==> src/rtl/chess_display_driver.sv <==
// Eight-digit multiplexed 7-segment driver for two MM.SS chess clocks.
// Frame-level input snapshot, per-slot anti-ghost blanking, expiry blink.
module chess_display_driver #(
  parameter int REFRESH_DIV  = 100000,
  parameter int BLANK_CYCLES = 16,
  parameter int BLINK_DIV    = 50000000
) (
  input  logic       clk,
  input  logic       reset,
  input  logic       enable,
  input  logic [1:0] player,
  input  logic [5:0] min1,
  input  logic [5:0] sec1,
  input  logic [5:0] min2,
  input  logic [5:0] sec2,
  output logic [7:0] an,
  output logic [6:0] seg,
  output logic       dp
);

  localparam int SW = (REFRESH_DIV > 1) ? $clog2(REFRESH_DIV) : 1;
  localparam int BW = (BLINK_DIV > 1) ? $clog2(BLINK_DIV) : 1;
  localparam logic [SW-1:0] SLOT_LAST  = SW'(REFRESH_DIV - 1);
  localparam logic [SW-1:0] BLANK_END  = SW'(BLANK_CYCLES);
  localparam logic [BW-1:0] BLINK_LAST = BW'(BLINK_DIV - 1);

  logic [SW-1:0] slot_cnt;
  logic [2:0]    dig;
  logic [BW-1:0] blink_cnt;
  logic          blink_phase;
  logic [5:0]    sh_min1, sh_sec1, sh_min2, sh_sec2;

  logic          tick;
  logic [5:0]    sec1_c, sec2_c;
  logic [3:0]    nib;
  logic          exp1, exp2, hide;
  logic [7:0]    an_next;
  logic [6:0]    seg_next;
  logic          dp_next;

  function automatic logic [3:0] tens_of(input logic [5:0] v);
    logic [3:0] t;
    t = '0;
    for (int unsigned k = 1; k <= 6; k++)
      if (v >= 6'(k * 10)) t = 4'(k);
    return t;
  endfunction

  function automatic logic [3:0] units_of(input logic [5:0] v);
    return 4'(v - ({2'b00, tens_of(v)} * 6'd10));
  endfunction

  function automatic logic [6:0] seg_code(input logic [3:0] n);
    case (n)
      4'd0:    return 7'h40;
      4'd1:    return 7'h79;
      4'd2:    return 7'h24;
      4'd3:    return 7'h30;
      4'd4:    return 7'h19;
      4'd5:    return 7'h12;
      4'd6:    return 7'h02;
      4'd7:    return 7'h78;
      4'd8:    return 7'h00;
      4'd9:    return 7'h10;
      default: return 7'h7F;
    endcase
  endfunction

  assign tick = (slot_cnt == SLOT_LAST);

  always_comb begin
    sec1_c = (sh_sec1 > 6'd59) ? 6'd59 : sh_sec1;
    sec2_c = (sh_sec2 > 6'd59) ? 6'd59 : sh_sec2;
    case (dig)
      3'd7:    nib = tens_of(sh_min1);
      3'd6:    nib = units_of(sh_min1);
      3'd5:    nib = tens_of(sec1_c);
      3'd4:    nib = units_of(sec1_c);
      3'd3:    nib = tens_of(sh_min2);
      3'd2:    nib = units_of(sh_min2);
      3'd1:    nib = tens_of(sec2_c);
      default: nib = units_of(sec2_c);
    endcase
    seg_next = seg_code(nib);
    exp1 = (sh_min1 == 6'd0) && (sh_sec1 == 6'd0);
    exp2 = (sh_min2 == 6'd0) && (sh_sec2 == 6'd0);
    // dig[2] separates player 1's half (7..4) from player 2's (3..0)
    hide = (slot_cnt < BLANK_END) ||
           (enable && blink_phase && (dig[2] ? exp1 : exp2));
    an_next = '1;
    if (!hide) an_next[dig] = 1'b0;
    dp_next = !(!hide && enable &&
                ((dig == 3'd6 && player == 2'b01) ||
                 (dig == 3'd2 && player == 2'b10)));
  end

  always_ff @(posedge clk) begin
    if (!reset) begin
      slot_cnt    <= '0;
      dig         <= '0;
      blink_cnt   <= '0;
      blink_phase <= 1'b0;
      sh_min1     <= '0;
      sh_sec1     <= '0;
      sh_min2     <= '0;
      sh_sec2     <= '0;
      an          <= '1;
      seg         <= '1;
      dp          <= 1'b1;
    end else begin
      slot_cnt <= tick ? '0 : slot_cnt + 1'b1;
      if (tick) begin
        dig <= dig + 1'b1;
        if (dig == 3'd7) begin
          sh_min1 <= min1;
          sh_sec1 <= sec1;
          sh_min2 <= min2;
          sh_sec2 <= sec2;
        end
      end
      if (blink_cnt == BLINK_LAST) begin
        blink_cnt   <= '0;
        blink_phase <= ~blink_phase;
      end else begin
        blink_cnt <= blink_cnt + 1'b1;
      end
      an  <= an_next;
      seg <= seg_next;
      dp  <= dp_next;
    end
  end

endmodule

==> config.mk <==
export PLATFORM = sky130hd
export DESIGN_NAME = chess_display_driver
export DESIGN_NICKNAME = d
export VERILOG_FILES = /design/src/rtl/chess_display_driver.sv
export SDC_FILE = /design/constraint.sdc
export NUM_CORES = 1
export LEC_CHECK = 0
export ABC_CLOCK_PERIOD_IN_PS = 4200
export BUFFER_PORTS_ARGS = -buffer_cell sky130_fd_sc_hd__buf_4
export CAP_MARGIN = 20
export CORE_MARGIN = 2
export CORE_UTILIZATION = 60
export CTS_CLUSTER_SIZE = 25
export DETAILED_ROUTE_END_ITERATION = 8
export GPL_TIMING_DRIVEN = 1
export HOLD_SLACK_MARGIN = 0.12
export PLACE_DENSITY = 0.84
export SYNTH_ARGS = -nofsm -noshare
export SYNTH_HDL_FRONTEND = slang
export SYNTH_SLANG_ARGS = --single-unit
==> constraint.sdc <==
create_clock -name clk -period 4.2 [get_ports clk]
set_input_delay 0 -clock clk [delete_from_list [all_inputs] [get_ports clk]]
set_output_delay 0 -clock clk [all_outputs]
set_load 0.02 [all_outputs]
==> impl_results.md <==
* Post-synthesis cell area at about 4800 sq um
* Post_cts resized at 0
* Actual slew at the worst max-slew pin at between 0.8 and 0.9 ns
* Worst-skew pair later-pin latency at 0.37 ns
* Most frequent cell after synthesis: nand2_1
* CP delay by family, top: simple AND/OR/NAND/NOR gates
* Fill cells at 574
* Max FO, Critical Path at 24
* Synth top area cells: dfxtp_1 (36%), nand2_1 (7.2%), nor2_1 (5.2%)
* MaxCap Viol Count at 0
* Post-Syn Area per Cell at a little over 8 sq um
* Hold Vio Cnt, Final at 0
* Net count after synthesis at 641
* Total Wirelength at 11.2 mm
* Slew Limit Headroom at 0.434
* Cell Pwr Density at 256 nW/um^2
* RR Startpoint: slot_cnt[0]$_SDFF_PP0_
* Post-Syn Instances at 594
* Starting Density at 0.620
* Min cycle time layout at 3.35 ns
* Stages on worst setup path at 7
* Initial antenna violation count at 0
* Layout cells sized above 1 at 0.113
* Setup CP Type: reg -> reg
* CP dominant cell by count: nand2_1
* Clk buf depth at 2
* Die ar. at roughly 8800 sq um
* # diodes at 0
* Worst Hold Class: in -> reg
* FFs w/ async S/R, synth at 0
* Pin count of the biggest net entering global routing at 43
* Post-synth EDFFs at 0
* Vias in the first global route at around 4200
* CTS Buf Count at 9
* Crit path cell chain: ha_1, nand4_1, nor3_1, nand2_1, nand2_1, a21boi_0, dlygate4sd3_1
* Die Width at 93.6 um
* Hold-fix buffers, CTS at 51
* Top post-synthesis cells by count: nand2_1 (92), dfxtp_1 (87), nor2_1 (67), nand3_1 (25), xor2_1 (25)
* Root buf cell: clkbuf_8
* Unrepaired setup endpoints after global routing: no
* Biggest area consumer among synthesized cells: dfxtp_1
* Overflow left after global routing at 0
* Startpoint types: flop
* WP buf/inv at 1
* GRT Total Usage at 0.265
* Cells after DPL at 710
* CP peak stage delay at 0.73 ns
* Final #Nets at 717
* CP arrival at 3.59 ns
* Setup TNS at 0 ns
* Final setup fails at 0
* DR vias at 4361
* Status: finished, final reports clean
* GPL Wtd Cong at around 0.86
* Synth warn at 0
* Post-CTS setup buffer count at 0
* Worst vdd ir at around 0.22 mV
* CP max stage cell: nand2_1
* Core area at 7770 sq um
* Die H at 93.6 um
* Cells on worst reg2reg path at 7
* Leak at 2.18 nW
* Worst Clk Skew at 0.0170 ns
* First-pass GRT wire length at 18.8 mm
* H-Tree Depth at 3
* Setup crit start: slot_cnt[0]$_SDFF_PP0_
* Fmax at 0.299 GHz
* Area growth, synth to finish at 21.2%
* Port bufs at 44
* End of the critical path: sh_min2[2]$_SDFFE_PN0P_
* # IOs at 45
* Row count at 32
* Flops & latches, synth at 87
* Area share of the largest cell type after synthesis at 0.362
* Fin cells at 777
* Detail Placement HPWL at 7.56 mm
* Drt first pass iters at 5
* Wire per inst at ~14 um
* Sequential cell area fraction in the yosys report at 0.362
* Clock Sinks at 87
* Remaining DRCs at 0
* Distinct cells, synth at 68
* R2r endpoint: sh_min2[2]$_SDFFE_PN0P_
* Power Total at 1.49 mW
* Final Max Slew Viols at 0
* R2R Setup Slk at 0.85 ns
* Worst setup EP type: flop
* Antenna Nets Post-Route at 0
* Worst-path clk slew at 0.10 ns
* Iter 0 DRT Violations at 181
* CP required at 4.45 ns
* Routed vias/inst at around 5.6
* Main synth FF type: dfxtp_1
* Period utilization at 0.796
* Clock tree from TritonCTS: yes
placed cells by master, fill, tap and decap left out, drive strengths merged, types with 3 or more instances in the layout:
cell,instances
o311ai,4
a21oi,10
or3,10
buf,47
xnor2,14
a211oi,3
clkbuf,9
mux2i,7
nand3,25
inv,27
nor2b,9
nand2,92
nor4,9
and3,8
fa,4
xor2,25
a21boi,26
o21ai,21
a21o,3
nor2,67
o21a,3
o211ai,3
ha,14
clkinv,3
nand3b,3
dfxtp,87
nor3b,3
mux2,3
a31oi,5
and2,8
nand2b,11
nand4,14
a22oi,4
nor3,10
dlygate4sd3,51
where the power goes:
part	switching [mW]	leakage, nW	internal (mW)	total (mW)
logic	0.0311	1.38	0.0464	0.0775
registers	0.00543	0.704	0.832	0.838
clock network	0.347	0.0964	0.232	0.579
worst min path at each step:
stage | startpoint | to | cells after the start
floorplan | enable | dp$_SDFF_PN1_ | 1
global placement | enable | dp$_SDFF_PN1_ | 2
detailed placement | enable | dp$_SDFF_PN1_ | 2
CTS | player[1] | dp$_SDFF_PN1_ | 4
global route | player[1] | dp$_SDFF_PN1_ | 4
finish | player[1] | dp$_SDFF_PN1_ | 4
state kept, by name, summed over array words and instances (netlist names):
name         count
sh_sec2          6
an               8
blink_phase      1
blink_cnt       26
sh_sec1          6
sh_min2          6
slot_cnt        17
sh_min1          6
dig              3
seg              7
dp               1
layer usage:
metal,share of wire,global-route usage,vias up
met5,0,0,-
met3,0.043,0.0451,19
li1,-,-,2195
met4,0.018,0.0894,0
met1,0.44,0.332,2029
met2,0.49,0.462,118
per-stage QoR:
stage	utilization	instance area, sq um	hold slack, ns	setup slack [ns]
2_1_floorplan	-	4810	0.0739	1.23
3_5_place_dp	0.660	5120	0.238	0.945
4_1_cts	0.751	5830	0.443	0.910
5_1_grt	0.751	5830	0.491	0.545
3_3_place_gp	0.660	5120	0.250	1.03
6_report	0.751	5830	0.472	0.855
kinds of logic (layout without fill, tap and decap cells):
group                    count (synthesis)  in the layout  share of synthesized area
multiplexers                            10             10                     0.0216
AO/OA/AOI/OAI                          103            103                      0.155
flip-flops                              87             87                      0.362
AND/OR/NAND/NOR                        280            280                      0.281
adder cells (fa/ha/maj)                 18             18                     0.0530
buffers and inverters                   57            138                     0.0559
XOR/XNOR                                39             39                     0.0709
worst register-to-register path, cell delays in order (launching register included):
cell and delay [ns]:
dfxtp_1 0.39, ha_1 0.25, nand4_1 0.22, nor3_1 0.68, nand2_1 0.73, nand2_1 0.22
a21boi_0 0.14, dlygate4sd3_1 0.61
cell type report:
class	instances	area, sq um	share of cell area
clock buffers	9	124	0.0212
inverters	24	90.1	0.0154
multi-input cells	450	2810	0.482
flip-flops and latches	87	1740	0.299
repair buffers	98	863	0.148
clock inverters	7	75.1	0.0129
well taps	102	128	0.0219
Note: power is estimated with default switching activity, not from simulation.
